$ cat src/rtl/imem_pkg.sv
// imem_pkg: shared constants and types for the instruction-memory arbiter
// Contents: NOP_INSN reset value for fetch data, response-owner codes, FSM state type.
package imem_pkg;
    localparam logic [31:0] NOP_INSN = 32'h0000_0013;
    localparam logic [1:0] OWN_NONE = 2'd0;
    localparam logic [1:0] OWN_F = 2'd1;
    localparam logic [1:0] OWN_L = 2'd2;
    typedef enum logic {ST_BOOT, ST_RUN} state_t;
endpackage

$ cat src/rtl/imem_starve_ctr.sv
// imem_starve_ctr: 4-bit saturating count of loader wins while fetch waits
// Ports: clk, reset (async, active-high), clr_i (clear, dominant), inc_i (count up),
//        at_limit_o (count has reached LIMIT).
module imem_starve_ctr #(
    parameter int unsigned LIMIT = 4
) (
    input  logic clk,
    input  logic reset,
    input  logic clr_i,
    input  logic inc_i,
    output logic at_limit_o
);
    logic [3:0] cnt_q, cnt_d;
    assign at_limit_o = cnt_q == 4'(LIMIT);
    always_comb cnt_d = clr_i ? 4'd0 : (inc_i && !at_limit_o) ? cnt_q + 4'd1 : cnt_q;
    always_ff @(posedge clk or posedge reset) begin
        if (reset) cnt_q <= '0;
        else cnt_q <= cnt_d;
    end
endmodule

$ cat src/rtl/imem_arbiter.sv
// imem_arbiter: shares a single-ported instruction memory between fetch and loader
// Ports: clk, reset (async, active-high)
//        f_*  fetch port (read-only): req/addr in, gnt/rvalid/rdata out
//        l_*  loader/debug port (read/write): req/we/addr/wdata in, gnt/rvalid/rdata out
//        boot_done  pulse releasing fetch from BOOT; booting high while in BOOT
//        mem_*  memory side: en/we/addr(word)/wdata out, rdata in (1-cycle latency)
//        f_stall_cnt  only when IMEM_ARB_STATS_EN is defined: saturating stalled-fetch cycles
module imem_arbiter
    import imem_pkg::*;
#(
    parameter int unsigned ADDR_W = 32,
    parameter int unsigned DATA_W = 32,
    parameter int unsigned STARVE_LIMIT = 4,
    parameter bit BOOT_WAIT = 1'b1
) (
    input  logic              clk,
    input  logic              reset,
    input  logic              f_req,
    input  logic [ADDR_W-1:0] f_addr,
    output logic              f_gnt,
    output logic              f_rvalid,
    output logic [DATA_W-1:0] f_rdata,
    input  logic              l_req,
    input  logic              l_we,
    input  logic [ADDR_W-1:0] l_addr,
    input  logic [DATA_W-1:0] l_wdata,
    output logic              l_gnt,
    output logic              l_rvalid,
    output logic [DATA_W-1:0] l_rdata,
    input  logic              boot_done,
    output logic              mem_en,
    output logic              mem_we,
    output logic [ADDR_W-3:0] mem_addr,
    output logic [DATA_W-1:0] mem_wdata,
    input  logic [DATA_W-1:0] mem_rdata,
    output logic              booting
`ifdef IMEM_ARB_STATS_EN
    ,
    output logic [31:0]       f_stall_cnt
`endif
);
    state_t state_q, state_d;
    logic [1:0] own_q, own_d;
    logic [DATA_W-1:0] f_rdata_q, f_rdata_d, l_rdata_q, l_rdata_d;
    logic run, at_limit, starve;
    logic unused_addr_bits;
    assign unused_addr_bits = ^{f_addr[1:0], l_addr[1:0]};
    assign run = state_q == ST_RUN;
    assign booting = !run;
    // Fetch overrides the loader only once it has lost STARVE_LIMIT times in a row.
    assign starve = run && at_limit && f_req;
    assign f_gnt = (run && f_req && !l_req) || starve;
    assign l_gnt = l_req && !starve;
    assign mem_en = f_gnt || l_gnt;
    assign mem_we = l_gnt && l_we;
    assign mem_addr = f_gnt ? f_addr[ADDR_W-1:2] : l_addr[ADDR_W-1:2];
    assign mem_wdata = l_wdata;
    imem_starve_ctr #(.LIMIT(STARVE_LIMIT)) u_starve (
        .clk        (clk),
        .reset      (reset),
        .clr_i      (f_gnt || !f_req),
        .inc_i      (l_gnt && f_req && run),
        .at_limit_o (at_limit)
    );
    // Read data is steered straight from memory in the response cycle and
    // captured so it stays visible until that requester's next response.
    assign f_rvalid = own_q == OWN_F;
    assign l_rvalid = own_q == OWN_L;
    assign f_rdata = f_rvalid ? mem_rdata : f_rdata_q;
    assign l_rdata = l_rvalid ? mem_rdata : l_rdata_q;
    always_comb begin
        state_d = (state_q == ST_BOOT && boot_done) ? ST_RUN : state_q;
        own_d = f_gnt ? OWN_F : (l_gnt && !l_we) ? OWN_L : OWN_NONE;
        f_rdata_d = f_rvalid ? mem_rdata : f_rdata_q;
        l_rdata_d = l_rvalid ? mem_rdata : l_rdata_q;
    end
    always_ff @(posedge clk or posedge reset) begin
        if (reset) begin
            state_q <= BOOT_WAIT ? ST_BOOT : ST_RUN;
            own_q <= OWN_NONE;
            f_rdata_q <= DATA_W'(NOP_INSN);
            l_rdata_q <= '0;
        end else begin
            state_q <= state_d;
            own_q <= own_d;
            f_rdata_q <= f_rdata_d;
            l_rdata_q <= l_rdata_d;
        end
    end
`ifdef IMEM_ARB_STATS_EN
    logic [31:0] stall_q, stall_d;
    assign f_stall_cnt = stall_q;
    always_comb stall_d = (f_req && !f_gnt && stall_q != '1) ? stall_q + 32'd1 : stall_q;
    always_ff @(posedge clk or posedge reset) begin
        if (reset) stall_q <= '0;
        else stall_q <= stall_d;
    end
`endif
endmodule

$ cat config.mk
export PLATFORM = sky130hd
export DESIGN_NAME = imem_arbiter
export DESIGN_NICKNAME = d
export VERILOG_FILES = /design/src/rtl/imem_pkg.sv /design/src/rtl/imem_starve_ctr.sv /design/src/rtl/imem_arbiter.sv
export SDC_FILE = /design/constraint.sdc
export NUM_CORES = 1
export LEC_CHECK = 0
export CAP_MARGIN = 25
export CORE_MARGIN = 5
export CORE_UTILIZATION = 34
export CTS_BUF_LIST = sky130_fd_sc_hd__clkbuf_8
export CTS_CLUSTER_SIZE = 24
export DETAILED_ROUTE_END_ITERATION = 7
export PLACE_DENSITY = 0.82
export SETUP_SLACK_MARGIN = 0.5
export SLEW_MARGIN = 15
export SYNTH_ARGS = -nofsm -noshare
export SYNTH_HDL_FRONTEND = slang
export SYNTH_HIERARCHICAL = 1
export SYNTH_SLANG_ARGS = --single-unit
$ cat constraint.sdc
create_clock -name clk -period 2.81 [get_ports clk]
set_clock_uncertainty 0.1 [all_clocks]
set_input_delay 0.4215 -clock clk [delete_from_list [all_inputs] [get_ports clk]]
set_output_delay 0.4215 -clock clk [all_outputs]
set_load 0.02 [all_outputs]
---- Word-level counts from Yosys, hierarchy flattened ----
Cells that the tools add are included.
cells by class
  $add $sub $neg .......................... 1
  equal/unequal tests ..................... 3
  multiplexer cells ....................... 7
  bitwise operators ....................... 1
  reduce and logical (&&, ||, !) cells .... 21
operators with widths
  kind                                                 count
  2-to-1 mux 32 bit                                    2
  2-to-1 mux 30 bit                                    1
  logical AND 1 bit                                    11
  2-to-1 mux 4 bit                                     2
  logical NOT 1 bit                                    6
  adder 4 x 1 -> 4 bit, second input constant          1
  equality test 4 x 3 -> 1 bit, second input constant  1
  2-to-1 mux 2 bit                                     2
  logical OR 1 bit                                     3
  equality test 2 x 1 -> 1 bit, second input constant  1
  equality test 2 bit, second input constant           1
  nonzero test 2 bit                                   1
  inverter 1 bit                                       1
storage, ports and cells
  register bits ........................... 71
  bits of input ports ..................... 134
  output and inout bits ................... 133
  logic and storage cells ................. 38

---- Logic depth before layout (Yosys ltp) ----
  word-level depth ........................ 10
  depth in mapped cells ................... 9
  gate-level depth less buffers ........... 9

---- Hierarchy ----
Netlist, hierarchy kept.
by module, submodules not included
  module           times used  cells an instance  area an instance (µm²)  seq. area each (µm²)
  imem_arbiter     1           222                3173.0                  1680.4
  imem_starve_ctr  1           25                 237.7                   100.1

---- Least setup slack after synthesis ----
No wires, ideal clock.
  kind .................................... reg2out
  start ................................... reg u_starve.cnt_q[0]
  end ..................................... out mem_addr[20]
  arrival ................................. 1.718 ns
  data required time ...................... 2.289 ns
  setup slack ............................. 0.570 ns
  cell stages (with the launch flop) ...... 9
  buffers on the path ..................... 1
  path through ............................ dfrtp_1 inv_1 ha_1 nand3b_4 inv_2 nand2b_1 nor2b_4 buf_6 mux2_2
between the ends
  cells in the longest elaborated chain, start to end .. 5
ends and longest elaborated chain
  what                             line                   RTL
  from (decl)                      imem_starve_ctr.sv:13  logic [3:0] cnt_q, cnt_d;
  from (signal assigned)           imem_starve_ctr.sv:18  else cnt_q <= cnt_d;
  equality test 4 x 3 -> 1 bit     imem_starve_ctr.sv:14  assign at_limit_o = cnt_q == 4'(LIMIT);
  via at_limit                     imem_arbiter.sv:45     logic run, at_limit, starve;
  logical AND 1 bit (2 in series)  imem_arbiter.sv:51     assign starve = run && at_limit && f_req;
  logical OR 1 bit                 imem_arbiter.sv:52     assign f_gnt = (run && f_req && !l_req) || starve;
  via f_gnt                        imem_arbiter.sv:20     output logic f_gnt,
  2-to-1 mux 30 bit                imem_arbiter.sv:56     assign mem_addr = f_gnt ? f_addr[ADDR_W-1:2] : l_addr[ADDR_W-1:2];
  to (decl)                        imem_arbiter.sv:33     output logic [ADDR_W-3:0] mem_addr,
The timed path passes the listed nets, and every way through them passes these cells.

---- Worst setup path in the final report ----
  start ................................... reg u_starve.cnt_q[0]
  end ..................................... out mem_addr[24]
between the ends
  cells in the longest elaborated chain, start to end .. 5
ends and longest elaborated chain
  what                             line
  equality test 4 x 3 -> 1 bit     imem_starve_ctr.sv:14
  via at_limit                     imem_arbiter.sv:45
  logical AND 1 bit (2 in series)  imem_arbiter.sv:51
  logical OR 1 bit                 imem_arbiter.sv:52
  2-to-1 mux 30 bit                imem_arbiter.sv:56
The timed path passes the listed nets, and every way through them passes these cells.

==> results by group <==
Setup path
  • Worst Path Max Fanout: 5
  • Largest stage delay on the critical path: 0.40 ns
  • Levels on crit path: 10
  • Critical Path Start Type: flip-flop
  • Critical Path AT: 2.28 ns
  • Critical path class: flip-flop to primary output
  • Worst Reg-to-Reg Cells: 10
  • Max stage delay cell, worst path: dfrtp_1
  • WP buf/inv: 5
  • Delay-heaviest family, CP: buffers and inverters
  • Critical path endpoint category: primary output
  • Cell mode on critical path: inv_2
  • R2R Path End: u_starve/cnt_q[3]
  • RR Startpoint: u_starve/cnt_q[0]
  • R2R setup slack: 0.79 ns
  • Critical Path RT: 2.29 ns
  • Ordered list of cells on the worst path: inv_2, ha_4, nand3b_4, inv_2, nand2b_4, nor2b_4, buf_4, clkbuf_16, mux2_2, buf_2

Logic synthesis
  • Yosys warnings: 6
  • Xor/xnor share of the synthesized area: 0%
  • Top-area cell type share of the netlist area: 49.89%
  • Cell Area, Synth: 0.003411 mm^2
  • Synth Register Bits: 71
  • Mux cell area share after synthesis: 31.03%
  • Avg Inst Size Synth: 13.81 um^2
  • Post-synth EDFFs: 0
  • Largest family of logic cells by synthesized area: multiplexers
  • Syn_nets: 383
  • Netlist cell types: 23
  • Simple-Gate Fraction of Synth Area: 4.072%
  • Syn Inst Count: 247
  • Synth Area in Compound Gates: 1.101%
  • Commonest cells in the netlist: 94 x mux2_2, 68 x dfrtp_1, 35 x buf_4
  • Sequential area share after synthesis: 52.20%
  • Post-synth ARST share: 100.0%
  • Primary FF master, synth: dfrtp_1
  • Post-synthesis adder-cell area fraction: 0.7337%
  • Synth area leaders: dfrtp_1 50%, mux2_2 31%, buf_4 7.7%
  • Most frequent cell after synthesis: mux2_2
  • Area leader, netlist: dfrtp_1

Global routing
  • Grt total ovfl: 0
  • First-pass GRT wire length: 16060 um
  • Vias in the first global route: 3004
  • Largest net degree at the start of global routing: 40
  • All-Layer GR Usage: 17.97%
  • Initial antenna violation count: 0

Layout
  • Layout cells sized above 1: 59.33%
  • Area Growth Syn to Fin: 87.09%
  • Register area: 0.001780 mm^2
  • Layout fillers: 737
  • # diodes: 0
  • Post-layout util: 65.28%
  • Multi-input logic area: 0.001560 mm^2
  • Final #Nets: 608

Detailed routing
  • WL per Instance: 20.78 um
  • DRC Markers: 0
  • Drt via density: 4.720
  • DRT iter0 DRCs: 82
  • Routed Antenna Nets: 0
  • Vias: 2879
  • Initial DRT Pass Iterations: 4
  • Final wirelength: 12680 um

Timing
  • Period Utilization, post-route: 99.72%
  • Final Hold Fails: 0
  • Max-slew headroom: 58.04%
  • Hold slack final: 0.2011 ns
  • Slew @ Worst Pin: 0.6285 ns
  • Fin crit period: 2.802 ns
  • Final setup vio count: 0
  • Achievable Freq: 356.9 MHz
  • RSZ-0062 raised after global routing: true
  • Final Max Slew Viols: 0

Die
  • Core ar.: 0.009774 mm^2
  • Die height: 110.2 um
  • Top Ports: 267
  • FP Rows: 36
  • Initial core utilization: 34.90%
  • Chip Width: 110.2 um
  • Die area: 0.01214 mm^2

Clocking
  • H-Tree Depth: 3
  • Clock tree buffer depth: 2
  • Number of buffers created by CTS: 9
  • Worst-path clk slew: 0.08 ns
  • Clk root buf: clkbuf_8
  • Clk sinks: 71
  • CTS tree: yes
  • Clock latency on the worst-skew pair: 0.35 ns

Power
  • Power per cell area: 556.5 mW/mm^2
  • Worst VDD drop: 260.6 uV
  • Leakage: 3.023 nW

Placement
  • Routability Congestion: 0.8002
  • Post-DP HPWL: 8726 um
  • IO Port Bufs: 198

Flow run
  • Number of max-cap violations: 0

Min path
  • Worst min-delay path category: primary input to asynchronous set/reset pin

Run status
  • Status: completed
-- cells by family after synthesis --
logic type,after synthesis
AOI/OAI and AO/OA,6
adders and majority gates,2
buffers and inverters,51
DFF,71
muxes,94
and+or+nand+nor,23
-- layout by cell type, fill, tap and decap left out, drive strengths merged --
cell	instances
bufinv	1
and3	1
clkdlybuf4s50	98
a21oi	4
clkinvlp	2
nand3	4
ha	2
nor2b	2
inv	10
dfrtp	68
or3	1
dfstp	3
clkbuf	16
buf	150
nand2b	3
nand2	5
nor3	1
nand3b	1
dlygate4sd2	3
mux2	94
or2	1
nor2	3
nand4	1
a21o	2
clkinv	1
-- through the flow --
step	worst slack, ns	TNS [ns]	total power, W	instance area, um^2	instances
after CTS	0.006307	0	0.003233	5618	585
after global routing	-0.07970	-1.029	0.003707	6381	610
after detailed placement	-0.05794	-0.6393	0.002496	5349	545
after floorplan	0.5700	0	0.001911	3411	247
after global placement	-0.006453	-0.02186	0.002468	5349	545
final	0.007805	0	0.003551	6381	610
-- routing by layer --
metal,global-route usage (%),vias up,wire [um]
met4,9.235,2,591
met3,7.630,38,1284
met1,19.17,1385,4433
li1,-,1261,-
met5,3.125,-,45
met2,29.98,193,6319
-- worst max path at each step --
| stage | from | endpoint | slack (ns) |
|---|---|---|---|
| floorplan | u_starve/cnt_q[0] | mem_addr[20] | 0.57 |
| global placement | f_req | mem_addr[1] | -0.006 |
| detailed placement | u_starve/cnt_q[0] | mem_addr[1] | -0.06 |
| CTS | u_starve/cnt_q[1] | mem_addr[23] | 0.006 |
| global route | u_starve/cnt_q[0] | mem_addr[26] | -0.08 |
| finish | u_starve/cnt_q[0] | mem_addr[24] | 0.008 |
-- report_power, final --
group	internal, W	switching, W	total [W]
registers	0.00120	0.0000521	0.00125
logic	0.000812	0.000649	0.00146
clock network	0.000439	0.000401	0.000840
-- registers in the layout, summed over array words and instances (netlist names) --
signal / count
f_rdata_q: 32
own_q: 2
u_starve/cnt_q: 4
l_rdata_q: 32
run: 1
-- worst reg2reg max path: stages, from the launching register on --
cell and delay, ns:
dfrtp_1 0.37, inv_2 0.06, ha_4 0.16, nand3b_4 0.08, inv_2 0.04, nand2b_4 0.13
buf_4 0.13, nor2_2 0.24, nand4_1 0.16, or3_1 0.32, a21oi_1 0.15
-- cell type report --
type                    instances  share of cell area, %
well taps                     133                  2.608
flip-flops and latches         71                  27.90
repair buffers                257                  41.35
clock buffers                  10                  2.157
multi-input cells             125                  24.45
clock inverters                 6                  1.059
inverters                       8                 0.4706
-- repair_timing --
item                                    in CTS  in global routing
gates resized for setup                    357                277
hold buffers                                 0                  0
pin swaps                                    1                  1
endpoints found under the setup margin     101                 83
setup buffers                               22                 20
endpoints found under the hold margin        0                  0
cloned                                       2                  5
(Power assumes the default switching activity.)
